### src/rtl/vga_scanout_if.sv
// Scan-out bundle: frame-buffer read port, foreground colour and the VGA pin group.
interface vga_scanout_if;
    logic [2:0]  color;
    logic [17:0] raddr;
    logic        rdata;
    logic        vga_r;
    logic        vga_g;
    logic        vga_b;
    logic        vga_hsync;
    logic        vga_vsync;
    logic        frame_start;

    modport master (
        input  color,
        input  rdata,
        output raddr,
        output vga_r,
        output vga_g,
        output vga_b,
        output vga_hsync,
        output vga_vsync,
        output frame_start
    );

    modport slave (
        output color,
        output rdata,
        input  raddr,
        input  vga_r,
        input  vga_g,
        input  vga_b,
        input  vga_hsync,
        input  vga_vsync,
        input  frame_start
    );
endinterface

### src/rtl/vga_scanout.sv
// 800x600@60 VGA scan-out of the 1bpp TRS-80 frame buffer: timing, line-doubled fetch,
// centred window with black borders, and a colour latched once per frame.
module vga_scanout #(
    parameter int H_ACTIVE    = 800,
    parameter int H_FP        = 40,
    parameter int H_SYNC      = 128,
    parameter int H_BP        = 88,
    parameter int V_ACTIVE    = 600,
    parameter int V_FP        = 1,
    parameter int V_SYNC      = 4,
    parameter int V_BP        = 23,
    parameter int SRC_LINES   = 240,
    parameter int V_OFFSET    = 60,
    parameter int RAM_LATENCY = 1,
    parameter int LINE_STRIDE = 800
) (
    input  logic          vgaclk,
    input  logic          reset,
    vga_scanout_if.master bus
);
    localparam int HW  = 11;
    localparam int VW  = 10;
    localparam int AW  = 18;
    localparam int DLY = 1 + RAM_LATENCY;

    localparam logic [HW-1:0] H_ACT     = HW'(H_ACTIVE);
    localparam logic [HW-1:0] HS_START  = HW'(H_ACTIVE + H_FP);
    localparam logic [HW-1:0] HS_END    = HW'(H_ACTIVE + H_FP + H_SYNC);
    localparam logic [HW-1:0] H_LAST    = HW'(H_ACTIVE + H_FP + H_SYNC + H_BP - 1);
    localparam logic [VW-1:0] V_ACT     = VW'(V_ACTIVE);
    localparam logic [VW-1:0] VS_START  = VW'(V_ACTIVE + V_FP);
    localparam logic [VW-1:0] VS_END    = VW'(V_ACTIVE + V_FP + V_SYNC);
    localparam logic [VW-1:0] V_LAST    = VW'(V_ACTIVE + V_FP + V_SYNC + V_BP - 1);
    localparam logic [VW-1:0] WIN_START = VW'(V_OFFSET);
    localparam logic [VW-1:0] WIN_END   = VW'(V_OFFSET + 2 * SRC_LINES);
    localparam logic [VW-1:0] WIN_LAST  = VW'(V_OFFSET + 2 * SRC_LINES - 1);
    localparam logic [AW-1:0] STRIDE    = AW'(LINE_STRIDE);

    typedef struct packed {
        logic active;
        logic in_window;
        logic hsync;
        logic vsync;
        logic first;
    } flags_t;

    logic [HW-1:0] hcount_q, hcount_d;
    logic [VW-1:0] vcount_q, vcount_d;
    logic [AW-1:0] row_base_q, row_base_d;
    logic [AW-1:0] raddr_q, raddr_d;
    logic [2:0]    color_latched_q, color_latched_d;
    flags_t        dly_q [DLY];
    flags_t        dly_d [DLY];
    logic [2:0]    rgb_q, rgb_d;
    logic          hsync_q, hsync_d;
    logic          vsync_q, vsync_d;
    logic          frame_start_q, frame_start_d;

    logic   h_last;
    logic   v_last;
    logic   win_line;
    logic   odd_line;
    logic   active;
    logic   in_window;
    logic   pix_on;
    flags_t flags_now;
    flags_t flags_out;

    // NOTE: every _d is given its hold value before any branch, so no path can infer a latch.
    always_comb begin
        h_last    = (hcount_q == H_LAST);
        v_last    = (vcount_q == V_LAST);
        win_line  = (vcount_q >= WIN_START) && (vcount_q < WIN_END);
        odd_line  = vcount_q[0] ^ WIN_START[0];
        active    = (hcount_q < H_ACT) && (vcount_q < V_ACT);
        in_window = active && win_line;

        flags_now           = '0;
        flags_now.active    = active;
        flags_now.in_window = in_window;
        flags_now.hsync     = (hcount_q >= HS_START) && (hcount_q < HS_END);
        flags_now.vsync     = (vcount_q >= VS_START) && (vcount_q < VS_END);
        flags_now.first     = (hcount_q == '0) && (vcount_q == '0);

        hcount_d = h_last ? '0 : hcount_q + HW'(1);
        vcount_d = vcount_q;
        if (h_last) begin
            vcount_d = v_last ? '0 : vcount_q + VW'(1);
        end

        // Row base steps by one stride after the second copy of each source line,
        // except the last one, so it never points past the final source row.
        row_base_d = row_base_q;
        if (vcount_q == '0) begin
            row_base_d = '0;
        end else if (h_last && win_line && odd_line && (vcount_q != WIN_LAST)) begin
            row_base_d = row_base_q + STRIDE;
        end

        raddr_d = in_window ? row_base_q + AW'(hcount_q) : '0;

        color_latched_d = flags_now.first ? bus.color : color_latched_q;
    end

    // Sideband flags travel beside the RAM read so they meet rdata on the same cycle.
    always_comb begin
        dly_d[0] = flags_now;
        for (int i = 1; i < DLY; i++) begin
            dly_d[i] = dly_q[i-1];
        end

        flags_out     = dly_q[DLY-1];
        pix_on        = bus.rdata & flags_out.in_window;
        rgb_d         = flags_out.active ? (color_latched_q & {3{pix_on}}) : 3'b000;
        hsync_d       = flags_out.hsync;
        vsync_d       = flags_out.vsync;
        frame_start_d = flags_out.first;
    end

    // NOTE: state updates use non-blocking assignments only; the delay line is reset
    // like any other flop because its stages directly gate the pins after reset.
    always_ff @(posedge vgaclk or posedge reset) begin
        if (reset) begin
            hcount_q        <= '0;
            vcount_q        <= '0;
            row_base_q      <= '0;
            raddr_q         <= '0;
            color_latched_q <= 3'b111;
            for (int i = 0; i < DLY; i++) begin
                dly_q[i] <= '0;
            end
            rgb_q           <= '0;
            hsync_q         <= 1'b0;
            vsync_q         <= 1'b0;
            frame_start_q   <= 1'b0;
        end else begin
            hcount_q        <= hcount_d;
            vcount_q        <= vcount_d;
            row_base_q      <= row_base_d;
            raddr_q         <= raddr_d;
            color_latched_q <= color_latched_d;
            for (int i = 0; i < DLY; i++) begin
                dly_q[i] <= dly_d[i];
            end
            rgb_q           <= rgb_d;
            hsync_q         <= hsync_d;
            vsync_q         <= vsync_d;
            frame_start_q   <= frame_start_d;
        end
    end

    assign bus.raddr       = raddr_q;
    assign bus.vga_r       = rgb_q[2];
    assign bus.vga_g       = rgb_q[1];
    assign bus.vga_b       = rgb_q[0];
    assign bus.vga_hsync   = hsync_q;
    assign bus.vga_vsync   = vsync_q;
    assign bus.frame_start = frame_start_q;
endmodule

### src/flat_wrapper.sv
// flat-port wrapper written by rule: the top's interface ports become plain ports
module vga_scanout_flat 
#(
    parameter int H_ACTIVE    = 800,
    parameter int H_FP        = 40,
    parameter int H_SYNC      = 128,
    parameter int H_BP        = 88,
    parameter int V_ACTIVE    = 600,
    parameter int V_FP        = 1,
    parameter int V_SYNC      = 4,
    parameter int V_BP        = 23,
    parameter int SRC_LINES   = 240,
    parameter int V_OFFSET    = 60,
    parameter int RAM_LATENCY = 1,
    parameter int LINE_STRIDE = 800
)
  (vgaclk, reset, bus_color, bus_rdata, bus_raddr, bus_vga_r, bus_vga_g, bus_vga_b, bus_vga_hsync, bus_vga_vsync, bus_frame_start);
  vga_scanout_if bus_i ();
  input  logic vgaclk;
  input  logic reset;
  input wire logic [$bits(bus_i.color)-1:0] bus_color;
  input wire logic [$bits(bus_i.rdata)-1:0] bus_rdata;
  output wire logic [$bits(bus_i.raddr)-1:0] bus_raddr;
  output wire logic [$bits(bus_i.vga_r)-1:0] bus_vga_r;
  output wire logic [$bits(bus_i.vga_g)-1:0] bus_vga_g;
  output wire logic [$bits(bus_i.vga_b)-1:0] bus_vga_b;
  output wire logic [$bits(bus_i.vga_hsync)-1:0] bus_vga_hsync;
  output wire logic [$bits(bus_i.vga_vsync)-1:0] bus_vga_vsync;
  output wire logic [$bits(bus_i.frame_start)-1:0] bus_frame_start;
  assign bus_i.color = bus_color;
  assign bus_i.rdata = bus_rdata;
  assign bus_raddr = bus_i.raddr;
  assign bus_vga_r = bus_i.vga_r;
  assign bus_vga_g = bus_i.vga_g;
  assign bus_vga_b = bus_i.vga_b;
  assign bus_vga_hsync = bus_i.vga_hsync;
  assign bus_vga_vsync = bus_i.vga_vsync;
  assign bus_frame_start = bus_i.frame_start;
  vga_scanout #(.H_ACTIVE(H_ACTIVE), .H_FP(H_FP), .H_SYNC(H_SYNC), .H_BP(H_BP), .V_ACTIVE(V_ACTIVE), .V_FP(V_FP), .V_SYNC(V_SYNC), .V_BP(V_BP), .SRC_LINES(SRC_LINES), .V_OFFSET(V_OFFSET), .RAM_LATENCY(RAM_LATENCY), .LINE_STRIDE(LINE_STRIDE)) u_core (.vgaclk(vgaclk), .reset(reset), .bus(bus_i));
endmodule
### config.mk
export PLATFORM = sky130hd
export DESIGN_NAME = vga_scanout_flat
export DESIGN_NICKNAME = d
export VERILOG_FILES = /design/src/rtl/vga_scanout_if.sv /design/src/rtl/vga_scanout.sv /design/src/flat_wrapper.sv
export SDC_FILE = /design/constraint.sdc
export NUM_CORES = 1
export LEC_CHECK = 0
export CAP_MARGIN = 40
export CORE_UTILIZATION = 57
export CTS_CLUSTER_DIAMETER = 30
export DETAILED_ROUTE_END_ITERATION = 7
export GPL_ROUTABILITY_DRIVEN = 0
export PLACE_DENSITY = 0.85
export SETUP_SLACK_MARGIN = 0.5
export SLEW_MARGIN = 15
export SYNTH_ARGS = -nofsm -noshare
export SYNTH_HDL_FRONTEND = slang
export SYNTH_SLANG_ARGS = --single-unit
### constraint.sdc
create_clock -name vgaclk -period 3.1 [get_ports vgaclk]
set_input_delay 0.93 -clock vgaclk [delete_from_list [all_inputs] [get_ports vgaclk]]
set_output_delay 0.93 -clock vgaclk [all_outputs]
set_load 0.005 [all_outputs]
==> results.py <==
metrics = {
    "finish": {
        "multi_input_area_mm2": 0.001466,
        "layout_common_cells": "dfrtp_1 (68), nor2_1 (40), clkdlybuf4s50_1 (29)",
        "antennaDiodeCount": 0,
        "nets": 366,
        "ff_latch_area_mm2": 0.001780,
        "drive_gt1_frac": 0.09375,
        "fillCellCount": 410,
        "final_common_cell": "dfrtp_1",
        "area_delta_synth_final_pct": 16.94,
    },
    "hold_path": {
        "hold_path_end": "u_core.vsync_d$_DFF_PP0_",
        "hp-start": "u_core.dly_d[1]$_DFF_PP0_",
        "hold_path_depth": 0,
        "min_path_type": "reg2reg",
    },
    "run_status": {
        "outcome": "completed",
    },
    "timing": {
        "slew_viol_final": 0,
        "fmax_mhz": 425.0,
        "finalSetupViolations": 0,
        "worstMarginPinSlew_ns": 0.8517,
        "skew_ns": 0.01124,
        "rsz0062_at_grt": "no",
        "finalSetupTns_ns": 0,
        "max_slew_margin": 0.4270,
        "period_needed_ns": 2.353,
        "finalCritPeriodShare": 0.7590,
        "finalHoldViolations": 0,
    },
    "power_and_ir_drop": {
        "power_mw": 1.774,
        "p_leak_nw": 1.715,
        "power.density_mw_per_mm2": 454.3,
        "vdd_drop_max_uv": 271.8,
    },
    "cts": {
        "cts_sinks": 71,
        "cts_hold_buf": 0,
        "htreeDepth": 3,
        "cts_inserted_buffers": 9,
        "cts_tree": "built",
        "clock_latency_ns": 0.35,
        "cts.clk_slew.worst_paths_ns": 0.08,
        "clk_path_buf_depth": 2,
        "cts_root_buffer": "clkbuf_8",
    },
    "grt": {
        "grt_max_degree": 72,
        "met1_usage": 0.2973,
        "met3_usage": 0.04535,
        "grt_pass1_vias": 2398,
        "grt_overflow": 0,
        "grt_pass1_wl_mm": 10.98,
        "antenna_found_initial": 0,
        "grt.total_usage": 0.2341,
        "grt-busiest-layer": "met2",
        "gr-usage-met2": 0.3748,
    },
    "yosys": {
        "yosysTopAreaCellShare": 0.5096,
        "synth-seq-cells": 71,
        "synth_area_leaders": "dfrtp_1 (51%), ha_1 (4.9%), nor2_1 (4.5%)",
        "yosysWarnings": 0,
        "synthDistinctLibCells": 45,
        "synth_cells": 319,
        "avgSynthCellArea_um2": 10.47,
        "synth_fp_nets": 338,
        "yosys.area.top_type": "dfrtp_1",
        "yosysSeqAreaShare": 0.5332,
        "synthesis.area_mm2": 0.003339,
    },
    "drt": {
        "drt-initial-drc-count": 162,
        "route.antenna.remaining_nets": 0,
        "num_vias": 2472,
        "routedWlPerCell_um": 15.21,
        "remaining_drc_errors": 0,
        "firstDrtPassIters": 4,
        "wl_mm": 6.447,
        "viasPerCell": 5.830,
    },
    "floorplan": {
        "dieArea_mm2": 0.006169,
        "coreArea_mm2": 0.005574,
        "die_y_um": 78.54,
        "start_util": 0.5991,
        "chipWidth_um": 78.54,
        "io_pins": 30,
        "rows": 27,
    },
    "worst_setup_path": {
        "rr_worst_depth": 6,
        "critPathSlowestCell": "or4_1",
        "r2r_slack_ns": 0.75,
        "crit_family": "simple AND/OR/NAND/NOR gates",
        "path_max_fanout": 23,
        "setup.worst_path.class": "reg2reg",
        "r2r-start": "u_core.hcount_q[0]$_DFF_PP0_",
        "worst_r2r_endpoint": "u_core.row_base_q[17]$_DFFE_PP0P_",
        "critical_path_arrival_ns": 2.63,
        "path_depth": 6,
        "cp_cell_sequence": "ha_1 -> and4_4 -> and4_1 -> o2111ai_4 -> or4_1 -> a21oi_1",
        "worst_setup_path_start_kind": "flop",
        "critPathBufInv": 0,
        "cp.required_ns": 3.38,
        "slowest_delay_ns": 0.50,
        "critPathCaptureType": "flop",
    },
    "job": {
        "drv_cap": 0,
    },
    "placement": {
        "dpl.hpwl_mm": 4.412,
        "io_buffers": 29,
    },
}
[sequential cells by signal, summed over array words and instances, names as in the netlist, 2 cells and up]
register and flops:
u_core.dly_d 5, u_core.bus.raddr 18, u_core.color_latched_q 3, u_core.hcount_q 11, u_core.rgb_q 3, u_core.row_base_q 13
u_core.dly_q 2, u_core.vcount_q 10
[worst max-delay path by stage]
| stage | slack, ns | endpoint | startpoint |
|---|---|---|---|
| after global routing | 0.62 | u_core.row_base_q[12]$_DFFE_PP0P_ | u_core.hcount_q[0]$_DFF_PP0_ |
| after floorplan | 1.15 | u_core.row_base_q[9]$_DFFE_PP0P_ | u_core.hcount_q[0]$_DFF_PP0_ |
| final | 0.75 | u_core.row_base_q[17]$_DFFE_PP0P_ | u_core.hcount_q[0]$_DFF_PP0_ |
| after detailed placement | 0.62 | u_core.row_base_q[17]$_DFFE_PP0P_ | u_core.hcount_q[0]$_DFF_PP0_ |
| after global placement | 0.75 | u_core.row_base_q[17]$_DFFE_PP0P_ | u_core.hcount_q[0]$_DFF_PP0_ |
| after CTS | 0.60 | u_core.row_base_q[17]$_DFFE_PP0P_ | u_core.hcount_q[0]$_DFF_PP0_ |
[per-stage QoR]
| stage | std cells | utilization | setup slack (ns) | hold slack, ns | area (µm²) |
|---|---|---|---|---|---|
| 4_1_cts | 424 | 0.6985 | 0.6022 | 0.3537 | 3894 |
| 3_5_place_dp | 408 | 0.6590 | 0.6164 | 0.3358 | 3674 |
| 2_1_floorplan | 319 | - | 1.154 | 0.3312 | 3343 |
| 6_report | 424 | 0.7006 | 0.7470 | 0.3500 | 3905 |
| 5_1_grt | 424 | 0.7006 | 0.6175 | 0.3685 | 3905 |
| 3_3_place_gp | 408 | 0.6590 | 0.7474 | 0.3321 | 3674 |
[final cells by class]
type,count,area share
Tap cell,72,0.02307
Timing Repair Buffer,30,0.07946
Inverter,9,0.009612
Clock inverter,7,0.02467
Clock buffer,9,0.03172
Multi-Input combinational cell,226,0.3755
Sequential cell,71,0.4559
[cell usage after synthesis]
library cell and number:
buf_6 2, nor4_1 4, nand4_1 11, o21ai_1 1, nor3_1 7, dfrtp_1 68, nor2_1 40, o21ai_0 19
nor2b_1 2, inv_1 9, buf_2 5, or4_1 1, nand4bb_1 1, a21o_1 3, o31ai_1 3, nor3b_1 1
o2111ai_2 1, or3_1 8, a31oi_1 2, o2111ai_1 1, a211oi_1 1, a21oi_1 14, xor2_1 15, clkbuf_1 6
and3_4 1, a211o_1 1, mux2_2 6, or2_2 1, dfstp_2 3, and4_1 3, o211a_1 1, ha_1 13
and4_4 1, nor4_4 1, and3_1 3, a22o_1 1, o21bai_1 2, a311oi_1 1, and4b_1 1, xnor2_1 9
nor3_2 1, mux2i_1 2, nand3_1 16, nand2_1 19, and2_1 8
[power by group]
part / internal (mW) / total (mW) / switching [mW]
Combinational: 0.00983 / 0.0286 / 0.0188
Sequential: 0.929 / 0.930 / 0.000706
Clock: 0.455 / 0.816 / 0.360
Total: 1.39 / 1.77 / 0.380
[routing by layer]
| layer | vias up | wire (µm) |
|---|---|---|
| li1 | 1178 | - |
| met1 | 1199 | 2816 |
| met2 | 83 | 3176 |
| met3 | 12 | 316 |
| met4 | 0 | 138 |
| met5 | - | 0 |
[cells by family after synthesis]
family | share of synthesized area
and+or+nand+nor | 0.2049
adders and majority gates | 0.04871
muxes | 0.02623
buffers and inverters | 0.03109
AOI/OAI and AO/OA | 0.09292
DFF | 0.5332
xor gates and xnor gates | 0.06295
[timing repair]
| item | in CTS | in global routing |
|---|---|---|
| setup buffers | 0 | 0 |
| setup endpoints to repair | 0 | 8 |
| gates resized for setup | 0 | 1 |
(Power assumes the default switching activity.)
